`src/rtl/piso_tx_amisha_pkg.sv`:
```
// piso_tx_amisha_pkg: state encoding and serial line conventions shared by the tx/rx pair
package piso_tx_amisha_pkg;
  typedef enum logic [1:0] {IDLE = 2'd0, SHIFT = 2'd1, GAP = 2'd2} state_t;
  localparam logic SERIAL_IDLE = 1'b0;
  localparam bit LSB_FIRST = 1'b1;
endpackage

```
`src/rtl/piso_tx_amisha.sv`:
```
// piso_tx_amisha: valid/ready word in, LSB-first serial out with frame/last/busy strobes and optional idle gap
module piso_tx_amisha
  import piso_tx_amisha_pkg::*;
#(
  parameter int N_amisha = 8,
  parameter int GAP_amisha = 1
) (
  input  logic                clk_amisha,
  input  logic                reset_amisha,
  input  logic [N_amisha-1:0] d_in_amisha,
  input  logic                d_valid_amisha,
  output logic                d_ready_amisha,
  output logic                s_out_amisha,
  output logic                frame_amisha,
  output logic                last_amisha,
  output logic                busy_amisha
);
  localparam int CW = $clog2(N_amisha);
  state_t state;
  logic [N_amisha-1:0] sr;
  logic [N_amisha-1:0] d_ord;
  logic [CW-1:0] cnt;
  logic last_bit;
  logic take;
  logic gap_done;
  for (genvar b = 0; b < N_amisha; b++) begin : g_ord
    assign d_ord[b] = d_in_amisha[LSB_FIRST ? b : N_amisha-1-b];
  end
  assign s_out_amisha = sr[0];
  assign last_bit = state == SHIFT && cnt == '0;
  assign d_ready_amisha = !reset_amisha && (state == IDLE || (GAP_amisha == 0 && last_bit));
  assign take = d_valid_amisha && d_ready_amisha;
  if (GAP_amisha > 0) begin : g_gap
    localparam int GW = $clog2(GAP_amisha + 1);
    logic [GW-1:0] gcnt;
    always_ff @(posedge clk_amisha) begin
      if (reset_amisha) gcnt <= '0;
      else if (last_bit) gcnt <= GW'(GAP_amisha - 1);
      else if (gcnt != '0) gcnt <= gcnt - 1'b1;
    end
    assign gap_done = gcnt == '0;
  end else begin : g_nogap
    assign gap_done = 1'b1;
  end
  always_ff @(posedge clk_amisha) begin
    if (reset_amisha) begin
      state <= IDLE;
      sr <= '0;
      cnt <= '0;
      frame_amisha <= 1'b0;
      last_amisha <= 1'b0;
      busy_amisha <= 1'b0;
    end else if (take) begin
      state <= SHIFT;
      sr <= d_ord;
      cnt <= CW'(N_amisha - 1);
      frame_amisha <= 1'b1;
      last_amisha <= 1'b0;
      busy_amisha <= 1'b1;
    end else begin
      case (state)
        IDLE: ;
        SHIFT: begin
          sr <= {SERIAL_IDLE, sr[N_amisha-1:1]};
          if (cnt != '0) begin
            cnt <= cnt - 1'b1;
            last_amisha <= cnt == CW'(1);
          end else begin
            frame_amisha <= 1'b0;
            last_amisha <= 1'b0;
            busy_amisha <= GAP_amisha > 0;
            if (GAP_amisha > 0) state <= GAP;
            else state <= IDLE;
          end
        end
        GAP: if (gap_done) begin
          state <= IDLE;
          busy_amisha <= 1'b0;
        end
        default: begin
          state <= IDLE;
          sr <= '0;
          cnt <= '0;
          frame_amisha <= 1'b0;
          last_amisha <= 1'b0;
          busy_amisha <= 1'b0;
        end
      endcase
    end
  end
endmodule

```
`config.mk`:
```
export PLATFORM = sky130hd
export DESIGN_NAME = piso_tx_amisha
export DESIGN_NICKNAME = d
export VERILOG_FILES = /design/src/rtl/piso_tx_amisha_pkg.sv /design/src/rtl/piso_tx_amisha.sv
export SDC_FILE = /design/constraint.sdc
export NUM_CORES = 1
export LEC_CHECK = 0
export BUFFER_PORTS_ARGS = -buffer_cell sky130_fd_sc_hd__buf_2
export CORE_AREA = 2 2 42 44
export CTS_CLUSTER_DIAMETER = 80
export DETAILED_ROUTE_END_ITERATION = 16
export DIE_AREA = 0 0 44 46
export PLACE_DENSITY_LB_ADDON = 0.2
export SLEW_MARGIN = 25
export SYNTH_ARGS = -nofsm -noshare
export SYNTH_HDL_FRONTEND = slang
export SYNTH_SLANG_ARGS = --single-unit
```
`constraint.sdc`:
```
create_clock -name clk_amisha -period 3.81 [get_ports clk_amisha]
set_input_delay 0.1905 -clock clk_amisha [delete_from_list [all_inputs] [get_ports clk_amisha]]
set_output_delay 0.1905 -clock clk_amisha [all_outputs]
set_load 0.02 [all_outputs]
```
; ---- Word level (Yosys, flattened, before mapping)
; Index checks and enable logic that the tools add are counted.
[classes]
add_sub_neg = 2
multipliers = 0
div_mod_pow = 0
order_cmp = 0
n_eq_ne = 10
n_shift = 0
muxes = 18
n_bitwise = 2
reduce_logical = 14
[ops]
columns = operator, count
row1 = 8-bit one-hot mux with 2 select lines, 1
row2 = 8-bit two-way mux, 1
row3 = 1-bit two-way mux, 7
row4 = 3-bit two-way mux, 2
row5 = 2-bit inequality test (second input constant), 3
row6 = 3-bit inequality test (second input constant), 2
row7 = 2-bit one-hot mux with 3 select lines, 1
row8 = 3-bit one-hot mux with 2 select lines, 1
row9 = 3-bit AND reduction, 2
row10 = 2-bit two-way mux, 2
row11 = 1-bit one-hot mux with 2 select lines, 2
row12 = 2-bit AND reduction, 2
row13 = 2-bit OR reduction, 2
row14 = 3-bit by 1-bit equality test with 1-bit output (second input constant), 1
row15 = 1-bit logical AND, 3
row16 = 3-bit logical NOT, 1
row17 = 3-bit by 2-bit inequality test with 1-bit output (second input constant), 1
row18 = 1-bit one-hot mux with 3 select lines, 1
row19 = 3-bit nonzero test, 1
row20 = 3-bit OR reduction, 1
row21 = 3-bit by 1-bit subtractor with 3-bit output (second input constant), 1
row22 = 2-bit by 1-bit equality test with 1-bit output (second input constant), 1
row23 = 2-bit equality test (second input constant), 1
row24 = 2-bit logical NOT, 1
row25 = other kinds (4), 5
[totals]
regBits = 17
latchBits = 0
mem_bits_rw = 0
mem_bits_ro = 0
input_bits = 11
out_inout_bits = 5
mem_count = 0

; ---- Longest topological paths before layout
; Gate-level depths: netlist of run 1.
[logic_depth]
depth_word = 5
depth_mapped = 6
mapped_depth_nobuf = 6

; ---- Least setup slack after synthesis of run 1
; Ideal clock, no wire load.
[synth_timing]
path_type = flip-flop to output port
startpoint = reg state[0]
endpoint = out d_ready_amisha
arrival_ns = 1.165
required_ns = 3.619
path_slack_ns = 2.454
path_stages_with_launch = 4
n_path_buf = 2
cell_sequence = dfxtp_1 -> buf_4 -> buf_4 -> nor3_1
[synth_via]
elab_chain_len = 2
[synth_rtl]
columns = element, line_no
row1 = "start, declared", piso_tx_amisha.sv:19  ; state_t state;
row2 = "start signal, assigned", piso_tx_amisha.sv:47  ; state <= IDLE;
row3 = "start signal, assigned", piso_tx_amisha.sv:54  ; state <= SHIFT;
row4 = "start signal, assigned", piso_tx_amisha.sv:72  ; if (GAP_amisha > 0) state <= GAP;
row5 = 2-bit logical NOT, piso_tx_amisha.sv:31  ; assign d_ready_amisha = !reset_amisha && (state == IDLE || (GAP_amisha == 0 && last_bit));
row6 = 1-bit logical AND, piso_tx_amisha.sv:31
row7 = "end, declared", piso_tx_amisha.sv:12  ; output logic d_ready_amisha,
; No other way between the ends.

; ---- Final worst setup path of run 1
; Ends and elaborated chain as after synthesis.

==> results of run 1 <==
## tightest hold or removal path, stage by stage
cell      delay, ns
buf_2          0.08
a222oi_1       0.05
nor2_1         0.08
## cells in the mapped netlist
| cell type | number |
|---|---|
| o21ai_1 | 5 |
| a32oi_1 | 1 |
| and2b_1 | 1 |
| nand3_1 | 1 |
| nand2_1 | 4 |
| a31oi_1 | 1 |
| nand2b_1 | 2 |
| nor2_1 | 15 |
| a2111oi_2 | 1 |
| conb_1 | 1 |
| o21bai_1 | 2 |
| a21oi_1 | 5 |
| buf_2 | 2 |
| a2bb2oi_1 | 4 |
| nor2b_1 | 2 |
| o22a_1 | 1 |
| mux2i_1 | 3 |
| clkbuf_1 | 1 |
| and3_1 | 1 |
| nor2_2 | 1 |
| nand3b_1 | 1 |
| nor3_1 | 2 |
| nor2b_4 | 1 |
| dfxtp_1 | 17 |
| ha_1 | 3 |
| buf_4 | 2 |
| nor3_2 | 1 |
| nor4bb_1 | 1 |
| inv_1 | 4 |
| a222oi_1 | 4 |
## power by group through the flow
stage                     Combinational [W]   Clock, W  Sequential (W)
after floorplan                   0.0000835          0        0.000214
after global placement            0.0000983          0        0.000219
after detailed placement          0.0000993          0        0.000219
after CTS                          0.000100  0.0000986        0.000215
after global routing               0.000111   0.000106        0.000219
final                             0.0000997  0.0000954        0.000215
## registers in the layout (all words and copies together), names as in the netlist
| register | count |
|---|---|
| cnt | 3 |
| state | 2 |
| sr | 8 |
| busy_amisha | 1 |
| last_amisha | 1 |
| frame_amisha | 1 |
| g_gap.gcnt | 1 |
## per-layer routing
layer / GRT usage [%] / up-vias / wire [microns]
met4: 7.27 / 0 / 13
met5: 0 / - / 0
li1: - / 347 / -
met2: 22.1 / 22 / 580
met3: 3.57 / 2 / 82
met1: 23.4 / 311 / 739
## per-stage QoR
| stage | utilization, % | worst slack, ns |
|---|---|---|
| 2_1_floorplan | - | 2.45 |
| 3_3_place_gp | 54.2 | 2.32 |
| 3_5_place_dp | 54.2 | 2.27 |
| 4_1_cts | 55.8 | 2.23 |
| 5_1_grt | 55.8 | 2.07 |
| 6_report | 55.8 | 2.24 |
## layout make-up
| type | count | area (sq um) | share of cell area [%] |
|---|---|---|---|
| Timing Repair Buffer | 15 | 75.1 | 8.33 |
| Inverter | 4 | 15.0 | 1.67 |
| Clock buffer | 4 | 26.3 | 2.92 |
| Tap cell | 17 | 21.3 | 2.36 |
| Multi-Input combinational cell | 64 | 423 | 46.9 |
| Sequential cell | 17 | 340 | 37.8 |
## how the worst min path moves through the flow
stage	from	end	slack [ns]	depth (start not counted)
final	d_in_amisha[4]	sr[4]$_SDFFE_PP0P_	0.14	3
after global placement	d_in_amisha[3]	sr[3]$_SDFFE_PP0P_	0.43	3
after CTS	d_in_amisha[4]	sr[4]$_SDFFE_PP0P_	0.14	3
after detailed placement	d_in_amisha[4]	sr[4]$_SDFFE_PP0P_	0.44	3
after floorplan	d_in_amisha[3]	sr[3]$_SDFFE_PP0P_	0.34	2
after global routing	d_in_amisha[6]	sr[6]$_SDFFE_PP0P_	0.14	3
## cell families (layout without fill, tap and decap cells)
family | Yosys count | in the layout | share of synthesized area (%)
AOI/OAI and AO/OA | 24 | 24 | 22.2
adders and majority gates | 3 | 3 | 4.65
buffers and inverters | 9 | 23 | 5.42
DFF | 17 | 17 | 42.2
muxes | 3 | 3 | 3.72
other | 1 | 1 | 0.465
and+or+nand+nor | 33 | 33 | 21.4
==> metrics.md, run 1 <==
| Metric | Value |
|---|---|
| Area of the die | `2020 sq um` |
| Clock Sinks | `17` |
| Reg power frac | `52.4%` |
| Pleak | `0.396 nW` |
| Die H | `46 microns` |
| Number of cells on the worst reg-to-reg path | `4` |
| Clk_lat worst skew | `0.28 ns` |
| Tot Pwr | `0.000410 W` |
| Wire per inst | `11.7 microns` |
| Final Max Slew Viols | `0` |
| Max rail drop VDD | `270 uV` |
| Power Density | `455 nW/um^2` |
| Pin count of the biggest net entering global routing | `24` |
| Yosys reg bits | `17` |
| Vias in the first global route | `548` |
| Register area share after synthesis | `42.2%` |
| First DRT Iteration DRCs | `16` |
| Top post-synthesis cells by area | `dfxtp_1 (42%), nor2_1 (7.0%), a222oi_1 (5.0%), ha_1 (4.7%), a2bb2oi_1 (4.3%)` |
| Setup TNS | `0 ns` |
| Biggest cell delay along the critical path | `0.78 ns` |
| CP arrival | `1.38 ns` |
| I/O Pins | `16` |
| Final hold vios | `0` |
| WS Path Type | `flip-flop to output pin` |
| CTS resizes | `0` |
| Worst path top cell family by delay | `flip-flops` |
| R2R Path Start | `state[0]$_SDFFE_PP0P_` |
| GR Overflow Total | `0` |
| Clock Skew | `0.00474 ns` |
| Final Critical Period | `1.57 ns` |
| Post-Syn Nets | `104` |
| Clock power share | `23.3%` |
| Core ar. | `1610 sq um` |
| Worst-path maximum fanout | `23` |
| Maximum clock rate | `0.638 GHz` |
| CTS Root Cell | `clkbuf_4` |
| GP Congestion | `0.843` |
| Synthesized area | `807 sq um` |
| Slowest-stage cell, CP | `dfxtp_1` |
| Ant diodes | `0` |
| Switching share of power | `31.4%` |
| Internal power | `0.000281 W` |
| Period utilization | `41.1%` |
| DR vias | `682` |
| Starting Density | `50.0%` |
| Yosys warning count | `0` |
| Hold Path Class | `primary input to flip-flop` |
| Share of post-route cells with drive strength above 1 | `21.2%` |
| Hpwl dp | `1000 microns` |
| Initial antenna violation count | `0` |
| Fin cells | `121` |
| Row cnt | `15` |
| Critical path depth | `2` |
| First-pass GRT wire length | `2390 microns` |
| Synth area leader | `dfxtp_1` |
| Worst-path clk slew | `0.09 ns` |
| Hold_ws | `0.143 ns` |
| TritonCTS clock tree | `done` |
| Post-route DRC | `0` |
| DP Area | `875 sq um` |
| Comb power frac | `24.3%` |
| Final setup viols | `0` |
| Postcts setup bufs | `0` |
| All-layer global routing usage | `16.0%` |
| Crit path launch type | `flip-flop` |
| Design Area, Final | `901 sq um` |
| Critical Path Sink Type | `output pin` |
| Worst Setup SP | `state[0]$_SDFFE_PP0P_` |
| Commonest non-fill, non-tap cell in the layout | `dfxtp_1` |
| H-tree depth | `1` |
| Placed Cells | `117` |
| Final ANT Viol Nets | `0` |
| Worst R2R End | `sr[2]$_SDFFE_PP0P_` |
| Drt total wl | `1420 microns` |
| Via/cell ratio | `5.64` |
| Netlist cell types | `30` |
| Post-synth top area share | `42.2%` |
| Register-to-register setup slack | `2.26 ns` |
| Layout area overhead | `11.6%` |
| Bufs and invs on worst path | `1` |
| Final net count | `119` |
| Crit path capture | `d_ready_amisha` |
| Max Buffers Root-to-Sink | `2` |
| Die Wd | `44 microns` |
| Worst Tran Pin Value | `0.690 ns` |
| Switching power | `0.000129 W` |
| Hold_buf cts | `0` |
| Detailed Routing Iterations Pass 1 | `4` |
| Commonest non-fill, non-tap cells in the layout | `dfxtp_1 (17), nor2_1 (15), buf_2 (15)` |
| Post-Synthesis Cells | `90` |
| Worst rel slew slack | `54.0%` |
| Crit-path cells | `nor3_1 -> buf_2` |
| CTS Buf Count | `3` |
| Run status | `completed` |
| Port Buffers | `15` |
| Req. time, crit path | `3.62 ns` |
| Max-cap violation count | `0` |
| Syn_area_per_cell | `8.97 sq um` |
| Number of fill cells | `151` |
| RSZ-0062 raised after global routing | `false` |
Power figures use the tool's default switching activity.
==> run 2: changes to the inputs <==
--- a/config.mk
+++ b/config.mk
@@ -6,10 +6,10 @@
 export NUM_CORES = 1
 export LEC_CHECK = 0
 export BUFFER_PORTS_ARGS = -buffer_cell sky130_fd_sc_hd__buf_2
-export CORE_AREA = 2 2 42 44
+export CORE_AREA = 2 2 45 47
 export CTS_CLUSTER_DIAMETER = 80
 export DETAILED_ROUTE_END_ITERATION = 16
-export DIE_AREA = 0 0 44 46
+export DIE_AREA = 0 0 47 49
 export PLACE_DENSITY_LB_ADDON = 0.2
 export SLEW_MARGIN = 25
 export SYNTH_ARGS = -nofsm -noshare
==> constraint.sdc (replaced) <==
create_clock -name clk_amisha -period 1.25 [get_ports clk_amisha]
set_input_delay 0.0625 -clock clk_amisha [delete_from_list [all_inputs] [get_ports clk_amisha]]
set_output_delay 0.0625 -clock clk_amisha [all_outputs]
set_load 0.02 [all_outputs]
==> run 2 against run 1 <==
Sequential cell count did not move. Critical endpoint unchanged. Final area is 19% higher. Worst hold slack worse by 0.14 ns. Largest power group unchanged. Routed wire length rose by 29%. Total power grew to 3.5 times the previous value. Largest cell class unchanged.
==> metrics.md, run 2 (synthesis gave the netlist of run 1 again) <==
| Metric | Value |
|---|---|
| Largest registers | `sr x8, cnt x3, state x2` |
| Req. time, crit path | `1.19 ns (-2.43 ns)` |
| Slowest-stage cell, CP | `dfxtp_4` |
| DR vias | `756 (+11%)` |
| Maximum clock rate | `0.806 GHz` |
| Commonest non-fill, non-tap cells in the layout | `nor2_1 (15), dfxtp_1 (14), buf_2 (14)` |
| Core ar. | `1840 sq um (+14%)` |
| WS Path Type | `flip-flop to output pin` |
| H-tree depth | `1 (unchanged)` |
| CTS Buf Count | `3 (unchanged)` |
| Number of fill cells | `185 (+23%)` |
| Multi-input gate area | `464 sq um (+9.8%)` |
| Biggest register | `sr` |
| Max-cap violation count | `0 (unchanged)` |
| Biggest cell delay along the critical path | `0.36 ns (-0.42 ns)` |
| Die H | `49 microns (+6.5%)` |
| Post-route DRC | `0 (unchanged)` |
| Starting Density | `43.8% (-6.2 points)` |
| Worst-path clk slew | `0.10 ns (about the same)` |
| Clock Skew | `0.00183 ns (-0.00291 ns)` |
| Layout area overhead | `32.9%` |
| Reg area | `347 sq um (+1.8%)` |
| Share of post-route cells with drive strength above 1 | `39.3% (+18 points)` |
| Pin count of the biggest net entering global routing | `16 (-33%)` |
| Area of the die | `2300 sq um (+14%)` |
| Wire per inst | `12.7 microns (+8.4%)` |
| Final Critical Period | `1.24 ns` |
| Final net count | `132 (+11%)` |
| Max rail drop VDD | `742 uV (+170%)` |
| Commonest non-fill, non-tap cell in the layout | `nor2_1` |
| GR Overflow Total | `0 (unchanged)` |
| Clock Sinks | `17 (unchanged)` |
| Tot Pwr | `0.00143 W (+250%)` |
| First-pass GRT wire length | `3110 microns (+30%)` |
| Crit path launch type | `flip-flop` |
| Hpwl dp | `1240 microns (+24%)` |
| GP Congestion | `0.805 (-4.5%)` |
| Row cnt | `16 (+1)` |
| Worst-path maximum fanout | `15 (-35%)` |
| Port Buffers | `15 (unchanged)` |
| Final hold vios | `0 (unchanged)` |
| Clk_lat worst skew | `0.30 ns (+0.02 ns)` |
| Vias in the first global route | `714 (+30%)` |
| Initial antenna violation count | `0 (unchanged)` |
| CTS Root Cell | `clkbuf_4` |
| Final ANT Viol Nets | `0 (unchanged)` |
| CP arrival | `1.18 ns (-0.20 ns)` |
| DP Area | `947 sq um (+8.3%)` |
| Run status | `completed` |
| Die Wd | `47 microns (+6.8%)` |
| RSZ-0062 raised after global routing | `true` |
| Via/cell ratio | `5.25 (-6.9%)` |
| Detailed Routing Iterations Pass 1 | `4 (unchanged)` |
| TritonCTS clock tree | `done` |
| Ant diodes | `0 (unchanged)` |
| Crit-path cells | `buf_4 -> nor3_4 -> buf_6` |
| Pleak | `0.473 nW (+19%)` |
| All-layer global routing usage | `18.4% (+2.3 points)` |
| I/O Pins | `16 (unchanged)` |
| Critical Path Sink Type | `output pin` |
| Design Area, Final | `1070 sq um (+19%)` |
| Power Density | `1330 nW/um^2 (+190%)` |
| Max reg flops | `8 (unchanged)` |
| Drt total wl | `1830 microns (+29%)` |
| Final setup viols | `0 (unchanged)` |
| Hold Path Class | `primary input to flip-flop` |
| First DRT Iteration DRCs | `29 (+13)` |
| Final Max Slew Viols | `0 (unchanged)` |
| Final core occ | `58.2% (+2.4 points)` |
| Period utilization | `99.2%` |
| Max Buffers Root-to-Sink | `2 (unchanged)` |
==> run 2: power by group <==
group          switching, W  internal [W]
sequential        0.0000370      0.000596
combinational      0.000241      0.000247
clock              0.000188      0.000120
total              0.000466      0.000963
==> run 2: layout make-up <==
cell class              count  area share (%)
clock inverters             1           0.467
flip-flops and latches     17            32.3
clock buffers               3            2.10
multi-input cells          64            43.3
repair buffers             28            17.3
inverters                   4            1.40
well taps                  27            3.15
==> run 2: path summary, 6_finish.rpt <==
kind | start | end | slack [ns] | depth (start not counted)
worst max-delay path | state[0]$_SDFFE_PP0P_ | d_ready_amisha | 0.01 | 3
worst min register to register | frame_amisha$_SDFFE_PP0P_ | frame_amisha$_SDFFE_PP0P_ | 0.49 | 2
worst max register to register | cnt[1]$_SDFFE_PP0P_ | busy_amisha$_SDFFE_PP0P_ | 0.03 | 6
worst min-delay path | d_in_amisha[6] | sr[6]$_SDFFE_PP0P_ | 0.002 | 3
==> run 2: per-stage QoR <==
stage / hold slack, ns / cells / setup slack (ns) / setup TNS [ns]
4_1_cts: 0.00113 / 141 / 0.00458 / 0
2_1_floorplan: 0.213 / 90 / 0.0103 / 0
6_report: 0.00165 / 144 / 0.00953 / 0
3_5_place_dp: 0.318 / 135 / -0.0136 / -0.0224
5_1_grt: 0.0348 / 144 / -0.0845 / -0.267
3_3_place_gp: 0.302 / 135 / -0.0129 / -0.0156
==> run 2: critical path, delay by kind of cell, from the launching register on <==
kind                   cells  cell delay [ns]
flip-flops                 1             0.36
buffers and inverters      2             0.33
AND/OR/NAND/NOR            1             0.20
==> run 2: repair_timing <==
item,4_1_cts,5_1_grt
hold buffers,1,0
resized for setup,7,10
setup endpoints to repair,5,12
buffers inserted,1,3
hold endpoints to repair,1,0
pin swaps,0,7
==> run 2: per-layer routing <==
layer  global-route usage (%)  share of wire (%)  vias to the layer above
met5                        0                  0                        -
li1                         -                  -                      373
met4                     8.33                1.8                        0
met1                     25.9                 46                      356
met2                     26.5                 47                       24
met3                     3.33                4.7                        3
